--- config.mk ---
export PLATFORM = sky130hd
export DESIGN_NAME = mppt_core_regs_multi
export DESIGN_NICKNAME = d
export VERILOG_FILES = /design/src/rtl/mppt_pkg.sv /design/src/rtl/mppt_core_regs_ch.sv /design/src/rtl/mppt_core_regs_multi.sv
export SDC_FILE = /design/constraint.sdc
export NUM_CORES = 1
export LEC_CHECK = 0
export CORE_AREA = 2 2 53 55
export CTS_BUF_LIST = sky130_fd_sc_hd__clkbuf_16
export DETAILED_ROUTE_END_ITERATION = 6
export DIE_AREA = 0 0 55 57
export GPL_ROUTABILITY_DRIVEN = 0
export PLACE_DENSITY_LB_ADDON = 0.08
export SETUP_SLACK_MARGIN = 0.2
export SYNTH_ARGS = -nofsm -noshare
export SYNTH_HDL_FRONTEND = slang
export SYNTH_SLANG_ARGS = --single-unit
--- constraint.sdc ---
create_clock -name clk -period 1.8 [get_ports clk]
set_input_delay 0.18 -clock clk [delete_from_list [all_inputs] [get_ports clk]]
set_output_delay 0.18 -clock clk [all_outputs]
set_load 0.02 [all_outputs]
--- src/rtl/mppt_pkg.sv ---
// Shared definitions for the MPPT tracker cores: state codes, flag bit
// positions, default bus widths and the dwell-counter width helper.
package mppt_pkg;

  localparam int STATE_W_DEF = 3;
  localparam int FLAG_W_DEF  = 2;

  localparam logic [2:0] ST_IDLE    = 3'd0;
  localparam logic [2:0] ST_MEAS    = 3'd1;
  localparam logic [2:0] ST_PERT_UP = 3'd2;
  localparam logic [2:0] ST_PERT_DN = 3'd3;
  localparam logic [2:0] ST_HOLD    = 3'd4;
  localparam logic [2:0] ST_FAULT   = 3'd5;

  localparam int FLG_STEP_DONE = 0;
  localparam int FLG_FAULT     = 1;

  // Counter must hold the value SETTLE_CYC; a zero dwell still needs one bit.
  function automatic int cnt_width(input int settle);
    return (settle < 1) ? 1 : $clog2(settle + 1);
  endfunction

endpackage

--- src/rtl/mppt_core_regs_ch.sv ---
// One tracker channel: state register with minimum-dwell gating, flag
// register (plain or sticky), state-change pulse and settled indication.
module mppt_core_regs_ch
  import mppt_pkg::*;
#(
  parameter int STATE_W    = STATE_W_DEF,
  parameter int FLAG_W     = FLAG_W_DEF,
  parameter int SETTLE_CYC = 8,
  parameter int STICKY     = 1
) (
  input  logic               clk,
  input  logic               rst,
  input  logic               en,
  input  logic [STATE_W-1:0] nstate,
  input  logic               force_req,
  input  logic [FLAG_W-1:0]  flag_i,
  input  logic [FLAG_W-1:0]  flag_clr,
  output logic [STATE_W-1:0] state,
  output logic [FLAG_W-1:0]  flag_o,
  output logic               state_chg,
  output logic               settled
);

  localparam int              CNT_W     = cnt_width(SETTLE_CYC);
  localparam logic [CNT_W-1:0] DWELL_MAX = CNT_W'(SETTLE_CYC);

  logic [STATE_W-1:0] state_reg;
  logic [FLAG_W-1:0]  flag_reg;
  logic [FLAG_W-1:0]  flag_next;
  logic [CNT_W-1:0]   dwell_reg;
  logic [CNT_W-1:0]   dwell_next;
  logic               chg_reg;
  logic               settled_w;
  logic               accept;

  always_comb begin
    settled_w  = (dwell_reg == DWELL_MAX);
    accept     = (nstate != state_reg) && (settled_w || force_req);
    // Saturate so a long-idle channel stays settled instead of wrapping.
    dwell_next = settled_w ? dwell_reg : dwell_reg + CNT_W'(1);
    // Set is ORed in after the clear, so a simultaneous set survives.
    flag_next  = (STICKY != 0) ? ((flag_reg & ~flag_clr) | flag_i) : flag_i;
  end

  always_ff @(negedge clk or negedge rst) begin
    if (!rst) begin
      state_reg <= '0;
      flag_reg  <= '0;
      dwell_reg <= '0;
      chg_reg   <= 1'b0;
    end else if (en) begin
      flag_reg <= flag_next;
      if (accept) begin
        state_reg <= nstate;
        dwell_reg <= '0;
        chg_reg   <= 1'b1;
      end else begin
        dwell_reg <= dwell_next;
        chg_reg   <= 1'b0;
      end
    end else begin
      chg_reg <= 1'b0;
    end
  end

  assign state     = state_reg;
  assign flag_o    = flag_reg;
  assign state_chg = chg_reg;
  assign settled   = settled_w;

endmodule

--- src/rtl/mppt_core_regs_multi.sv ---
// Multi-channel MPPT state/flag register bank: N_CH independent channels,
// each a mppt_core_regs_ch; this level only slices the packed buses.
module mppt_core_regs_multi
  import mppt_pkg::*;
#(
  parameter int N_CH       = 2,
  parameter int STATE_W    = STATE_W_DEF,
  parameter int FLAG_W     = FLAG_W_DEF,
  parameter int SETTLE_CYC = 8,
  parameter int STICKY     = 1
) (
  input  logic                      clk,
  input  logic                      rst,
  input  logic                      en,
  input  logic [N_CH*STATE_W-1:0]   nstate,
  input  logic [N_CH-1:0]           force_req,
  input  logic [N_CH*FLAG_W-1:0]    flag_i,
  input  logic [N_CH*FLAG_W-1:0]    flag_clr,
  output logic [N_CH*STATE_W-1:0]   state,
  output logic [N_CH*FLAG_W-1:0]    flag_o,
  output logic [N_CH-1:0]           state_chg,
  output logic [N_CH-1:0]           settled
);

  for (genvar gi = 0; gi < N_CH; gi++) begin : g_ch
    mppt_core_regs_ch #(
      .STATE_W   (STATE_W),
      .FLAG_W    (FLAG_W),
      .SETTLE_CYC(SETTLE_CYC),
      .STICKY    (STICKY)
    ) u_ch (
      .clk      (clk),
      .rst      (rst),
      .en       (en),
      .nstate   (nstate[gi*STATE_W +: STATE_W]),
      .force_req(force_req[gi]),
      .flag_i   (flag_i[gi*FLAG_W +: FLAG_W]),
      .flag_clr (flag_clr[gi*FLAG_W +: FLAG_W]),
      .state    (state[gi*STATE_W +: STATE_W]),
      .flag_o   (flag_o[gi*FLAG_W +: FLAG_W]),
      .state_chg(state_chg[gi]),
      .settled  (settled[gi])
    );
  end

endmodule

Word-level counts from Yosys, hierarchy flattened
Cells that the tools add are included.
{"block": "op_classes", "bitwise_logic": 6, "n_eq_ne": 6, "n_addsub": 2, "mux": 8, "reduce_logical": 8}
{"cell": "$mux W4", "count": 4}
{"cell": "$add A4 B1 Y4 const B", "count": 2}
{"cell": "$eq A4 B4 Y1 const B", "count": 2}
{"cell": "$reduce_and A2 Y1", "count": 4}
{"cell": "$ne A3 B3 Y1", "count": 2}
{"cell": "$and A2 B2 Y2", "count": 2}
{"cell": "$mux W1", "count": 4}
{"cell": "$ne A2 B2 Y1 const B", "count": 2}
{"cell": "$not A2 Y2", "count": 2}
{"cell": "$or A2 B2 Y2", "count": 2}
{"cell": "$logic_and A1 B1 Y1", "count": 2}
{"cell": "$logic_or A1 B1 Y1", "count": 2}
{"block": "word_totals", "output_inout_bits": 14, "wordCells": 38, "regBits": 20, "input_bits": 19}

Longest topological paths before layout
Gate-level depths: netlist of run 1.
{"block": "depth", "depth_word": 5, "ltp_mapped": 7, "mapped_depth_nobuf": 7}

Hierarchy
A second synthesis of run 1 with hierarchy kept.
{"block": "hier_totals", "cells_unflattened": 98, "hier_area_um2": 1086.0}
{"module": "mppt_core_regs_ch", "instances": 2, "area_each_um2": 543.0, "cells_per_inst": 49, "seq_area_each_um2": 250.2}

==> results.tsv, run 1 <==
metric	value	unit
Final setup viols	14	
# clock sinks	20	
total placed instance area	1820	sq um
Reg area	500	sq um
Flop pwr share	30.8	%
max_cap viols	0	
area delta synth->final	94.5	%
Site Rows	19	
largest net degree at the start of global routing	21	
Ant. Diodes	0	
worst setup path class	reg -> out	
Worst Skew	0.00194	ns
HP Class	reg -> reg	
syn_nets	125	
crit start category	flip-flop	
Slew headroom	81.9	%
Final Power	1930	uW
top cell family by delay on the critical path	flip-flops	
Post-DP HPWL	1.92	mm
commonest cells in the synthesized netlist	20 x dfrtn_1, 14 x nand2_1, 10 x inv_1	
Setup crit end kind	primary output	
final hold viol count	0	
Slowest cell on crit path	dfrtn_1	
top_reg_cell synth	dfrtn_1	
multi-input logic area	759	sq um
io pins	33	
PortBufs	32	
Die Ht	57	microns
first-pass GRT wire length	4.77	mm
clock latency on the worst-skew pair	0.28	ns
Worst Slack Setup Final	-0.447	ns
core area	2620	sq um
Synth Instances	102	
CTS tree	yes	
final instance area	2170	sq um
Synth cell types	20	
via count	1007	
measured slew at the worst slew-check pin	0.269	ns
Pre-antenna DRT Iters	3	
DR iter-0 viols	16	
mean post-synth cell area	10.9	sq um
Root Driver	clkbuf_16	
CP Data Required Time	1.62	ns
Worst IR Drop VDD	0.690	mV
Die Span X	55	microns
Clock power frac	23.6	%
status	complete, but fails checks	
count leader, synth	dfrtn_1	
Combinational Power Share	45.6	%
CTS buffer count	3	
Avg WL per Cell	14.7	microns
Fill cells	156	
CTS H-tree lvls	1	
Pwr Density	893	nW/um^2
sequential area share after synthesis	44.9	%
final net count	196	
fraction of registers with async set/reset	100	%
post-synth top area share	44.9	%
DRC Markers	0	
critical path fanouts, max	2	
GRT overflow	0	
RSZ-0062 raised after global routing	true	
failing checks	setup timing	
Final Util	82.8	%
antenna viol nets, final	0	
switching share of power	32.2	%
internal power	1310	uW
synth top area cells	dfrtn_1 45%, mux2_2 6.1%, nand2_1 4.7%, xor2_1 4.7%, ha_1 4.5%	
cell taking the most area after synthesis	dfrtn_1	
initial antenna violation count	0	
Mapped Area	1110	sq um
final slew viol count	0	
share of layout cells above drive strength 1	62.6	%
clock-pin slew on the worst setup and hold paths	0.04	ns
Initial Utilization	42.6	%
max FFs per register	8	
CP peak stage delay	0.43	ns
vias in the first global route	1078	
Via density	4.99	
total die area	3140	sq um
EDFF count, synth	0	
Synth warnings	0	
CP arrival	2.07	ns
crit path buf inv count	3	
Leak	0.00105	uW
CTS Hold Buffers Added	0	
GRT Total Usage	21.3	%
critical-path cell list	inv_2 > ha_4 > nand3b_4 > inv_4 > buf_6	
synthesized flop and latch total	20	
WL final	2.98	mm
clk buf depth	2	
Psw	624	uW
==> worst paths after layout <==
path                                                start                        end  slack (ns)  cells after the start
worst max-delay path            g_ch[0].u_ch.dwell_reg[0]                 settled[0]       -0.45                      5
worst min-delay path               g_ch[0].u_ch.flag_o[1]     g_ch[0].u_ch.flag_o[1]        0.48                      1
worst max register to register  g_ch[0].u_ch.dwell_reg[0]      g_ch[0].u_ch.state[1]        0.22                      7
worst min register to register     g_ch[0].u_ch.flag_o[1]     g_ch[0].u_ch.flag_o[1]        0.48                      1
max in group asynchronous                             rst  g_ch[0].u_ch.dwell_reg[0]        0.60                      2
min in group asynchronous                             rst     g_ch[1].u_ch.state_chg        1.03                      2
==> cells by family after synthesis <==
group	after synthesis	share of synthesized area, %
AO/OA/AOI/OAI	22	18.4
buffers and inverters	16	7.19
flip-flops	20	44.9
multiplexers	6	6.07
adder cells (fa/ha/maj)	4	4.49
XOR/XNOR	6	4.72
AND/OR/NAND/NOR	28	14.2
==> routing by layer <==
| layer | global-route usage, % | share of wire (%) | routed length [microns] |
|---|---|---|---|
| met5 | 0 | 0 | 0 |
| met3 | 2.36 | 4.7 | 139 |
| met4 | 8.36 | 2.4 | 72 |
| met2 | 37.6 | 56 | 1670 |
| met1 | 25.5 | 37 | 1100 |
==> worst reg2reg max path: cells and delay by family, from the launching register on <==
family,cells,cell delay (ns)
flip-flops,1,0.43
AND/OR/NAND/NOR,1,0.09
adder cells (fa/ha/maj),1,0.16
AO/OA/AOI/OAI,1,0.19
buffers and inverters,3,0.22
multiplexers,1,0.33
==> cell type report <==
class,count,area share [%]
sequential,20,23.1
timing repair buffer,72,34.6
inverter,10,1.96
clock buffer,3,3.47
tap,31,1.79
multi-input combinational,66,35.1
==> repair_timing <==
action                     CTS  global route
setup buffers               13             2
gates resized for setup    148            13
pin swaps                   27            14
cloned                       2             0
setup endpoints to repair   34            29
==> power by group through the flow <==
| stage | clock [uW] | sequential (uW) | combinational, uW |
|---|---|---|---|
| after floorplan | 0 | 675 | 357 |
| after global placement | 0 | 589 | 727 |
| after detailed placement | 0 | 590 | 754 |
| after CTS | 461 | 596 | 837 |
| after global routing | 486 | 605 | 950 |
| final | 456 | 597 | 881 |
==> cell usage in the layout, fill, tap and decap left out <==
master	synthesis	final
a211oi_1	2	2
a22o_1	4	4
buf_12	0	3
buf_16	0	1
buf_4	5	35
buf_6	0	17
buf_8	0	6
bufbuf_16	0	1
clkbuf_16	0	3
clkdlybuf4s50_1	0	5
dfrtn_1	20	20
dlygate4sd2_1	0	4
ha_1	4	2
ha_4	0	2
inv_1	10	4
inv_2	0	4
inv_4	0	2
mux2_4	0	6
nand2_1	14	11
nand2_2	0	2
nand2_4	0	1
nand3_2	2	2
nand3b_4	2	2
nand4_1	2	2
nor2_1	6	4
nor2_2	0	2
nor3_1	2	1
nor3_2	0	1
o21ai_1	0	5
o21ai_2	4	5
o21ai_4	2	2
o31ai_4	0	2
o41ai_4	0	2
xor2_4	0	6
==> stage by stage <==
stage,setup slack (ns),TNS [ns],cells,hold WS [ns]
floorplan,-0.218,-0.436,102,0.438
global placement,-0.599,-14.09,182,0.444
detailed placement,-0.629,-14.66,182,0.443
CTS,-0.451,-2.14,200,0.478
global route,-0.489,-2.52,202,0.488
finish,-0.447,-2.13,202,0.475
(Power assumes the default switching activity.)
==> inputs of run 2 (changes only) <==
Settings changed: CORE_AREA 2 2 53 55 to 2 2 58 60, DIE_AREA 0 0 55 57 to 0 0 60 62, PLACE_DENSITY_LB_ADDON 0.08 to default.
==> run 2 against run 1 <==
  * The run still ends with setup timing left
  * Core utilization is 13 points lower
  * Hold slack got worse by 0.0033 ns
  * Global-route usage shrank 5.1 points
  * Clock-buffer cell count stayed put
  * Critical path depth stayed put
  * Combinational power barely moved
  * Via count grew 2.0%
  * Routed wire length down 7.3%
  * Non-clock buffer count increased by 2
  * Worst setup slack got worse by 0.0027 ns
  * Sequential share of layout area shrank 0.56 points
==> results.tsv, run 2 (same netlist as run 1, synthesis figures left out) <==
metric	value	unit	change
status	complete, but fails checks		
failing checks	setup timing		
top cell family by delay on the critical path	flip-flops		
WL final	2.76	mm	-7.3%
Worst Slack Setup Final	-0.450	ns	-0.00270 ns
DRC Markers	0		unchanged
CP Data Required Time	1.62	ns	about the same
Fill cells	230		+47%
first-pass GRT wire length	4.43	mm	-7.1%
total die area	3720	sq um	+19%
GRT Total Usage	16.2	%	-5.1 points
Initial Utilization	35.0	%	-7.6 points
reg2reg end	g_ch[0].u_ch.state[0]		
reg-to-reg slack, setup	0.20	ns	-0.02 ns
Site Rows	21		+2
crit path from	g_ch[0].u_ch.dwell_reg[1]		
Slowest cell on crit path	dfrtn_1		
DR iter-0 viols	11		-5
crit path buf inv count	3		unchanged
Fin Setup TNS	-2.16	ns	-0.0242 ns
clock latency on the worst-skew pair	0.28	ns	about the same
CP arrival	2.07	ns	about the same
critical path fanouts, max	2		unchanged
critical path depth	5		unchanged
Worst IR Drop VDD	0.500	mV	-27%
destination of the critical timing path	settled[0]		
FF-to-FF path depth	7		unchanged
Setup crit end kind	primary output		
Die Span X	60	microns	+9.1%
final net count	198		+1.0%
worst setup path class	reg -> out		
Ant. Diodes	0		unchanged
Final setup viols	14		unchanged
Post-DP HPWL	1.86	mm	-2.9%
clock-pin slew on the worst setup and hold paths	0.04	ns	about the same
CTS buffer count	3		unchanged
measured slew at the worst slew-check pin	0.256	ns	-0.0134 ns
CTS H-tree lvls	1		unchanged
Pwr Density	875	nW/um^2	-2.0%
Die Ht	62	microns	+8.8%
Worst Skew	0.00222	ns	+0.000273 ns
io pins	33		unchanged
most frequent cells in the layout	35 x buf_4, 20 x dfrtn_1, 17 x buf_6		
final slew viol count	0		unchanged
area delta synth->final	99.3	%	
crit start category	flip-flop		
via count	1027		+2.0%
CTS tree	yes		
Post-Place Setup Slack	-0.602	ns	+0.0270 ns
# clock sinks	20		unchanged
Leak	0.00106	uW	+0.99%
Via density	4.67		-6.4%
core area	3180	sq um	+22%
FF-to-FF Start	g_ch[0].u_ch.dwell_reg[1]		
final hold viol count	0		unchanged
PortBufs	32		unchanged
Pre-antenna DRT Iters	4		+1
Avg WL per Cell	12.5	microns	-15%
Slew headroom	82.9	%	+0.97 points
CP peak stage delay	0.43	ns	about the same
clk buf depth	2		unchanged
antenna viol nets, final	0		unchanged
Root Driver	clkbuf_16		
vias in the first global route	1039		-3.6%
RSZ-0062 raised after global routing	true		
max FFs per register	8		unchanged
GRT overflow	0		unchanged
HP Class	reg -> reg		
initial antenna violation count	0		unchanged
max_cap viols	0		unchanged
share of layout cells above drive strength 1	61.5	%	-1.1 points
critical-path cell list	inv_2 > ha_4 > nand3b_4 > inv_4 > buf_6		
most common cell after layout, fill and taps aside	buf_4		
largest net degree at the start of global routing	21		unchanged
## run 2: area by class of cell
class | count | area, sq um | share of cell area (%)
Clock buffer | 3 | 75.1 | 3.38
Clock inverter | 1 | 3.75 | 0.169
Inverter | 10 | 42.5 | 1.92
Multi-Input combinational cell | 66 | 761 | 34.3
Sequential cell | 20 | 500 | 22.5
Tap cell | 46 | 57.6 | 2.59
Timing Repair Buffer | 74 | 779 | 35.1
## run 2: layer usage
layer / vias to the layer above / GRT usage, % / share of wire (%) / wire length, microns
met1: 497 / 19.0 / 39 / 1080
met4: 0 / 5.71 / 1.2 / 34
li1: 497 / - / - / -
met3: 4 / 3.93 / 5.2 / 144
met5: - / 0 / 0 / 0
met2: 29 / 28.9 / 54 / 1500
## run 2: how the worst min path moves through the flow
stage | end | slack (ns) | from | cells past startpoint
3_3_place_gp | g_ch[0].u_ch.flag_o[0] | 0.44 | g_ch[0].u_ch.flag_o[0] | 1
5_1_grt | g_ch[1].u_ch.flag_o[1] | 0.49 | g_ch[1].u_ch.flag_o[1] | 1
4_1_cts | g_ch[1].u_ch.flag_o[1] | 0.48 | g_ch[1].u_ch.flag_o[1] | 1
3_5_place_dp | g_ch[0].u_ch.flag_o[1] | 0.45 | g_ch[0].u_ch.flag_o[1] | 1
6_report | g_ch[1].u_ch.flag_o[1] | 0.47 | g_ch[1].u_ch.flag_o[1] | 1
2_1_floorplan | g_ch[0].u_ch.dwell_reg[0] | 0.44 | g_ch[0].u_ch.dwell_reg[0] | 1
## run 2: through the flow
step                std cells  utilization (%)  cell area, sq um  total power, uW  hold slack [ns]
floorplan                 102                -              1330             1030            0.438
global placement          197             57.9              1840             1310            0.443
detailed placement        197             57.9              1840             1340            0.445
CTS                       214             66.2              2110             1900            0.478
global route              220             69.8              2220             2060            0.490
finish                    220             69.8              2220             1940            0.472
## run 2: worst register-to-register path, stage by stage, from the launching register on
cell      delay, ns
dfrtn_1        0.43
inv_2          0.05
ha_4           0.16
nand3b_4       0.08
inv_4          0.04
buf_4          0.13
o21ai_4        0.22
mux2_4         0.33
## run 2: repair_timing
action / in CTS / in global routing
pin swaps: 27 / 20
cloned: 2 / 0
endpoints found under the setup margin: 34 / 30
buffers inserted: 11 / 6
gates resized for setup: 148 / 13
hold buffers: 0 / 0
## run 2: power breakdown
| group | internal, uW | switching, uW |
|---|---|---|
| combinational | 486 | 395 |
| sequential | 538 | 59.7 |
| clock | 296 | 168 |
| total | 1320 | 623 |
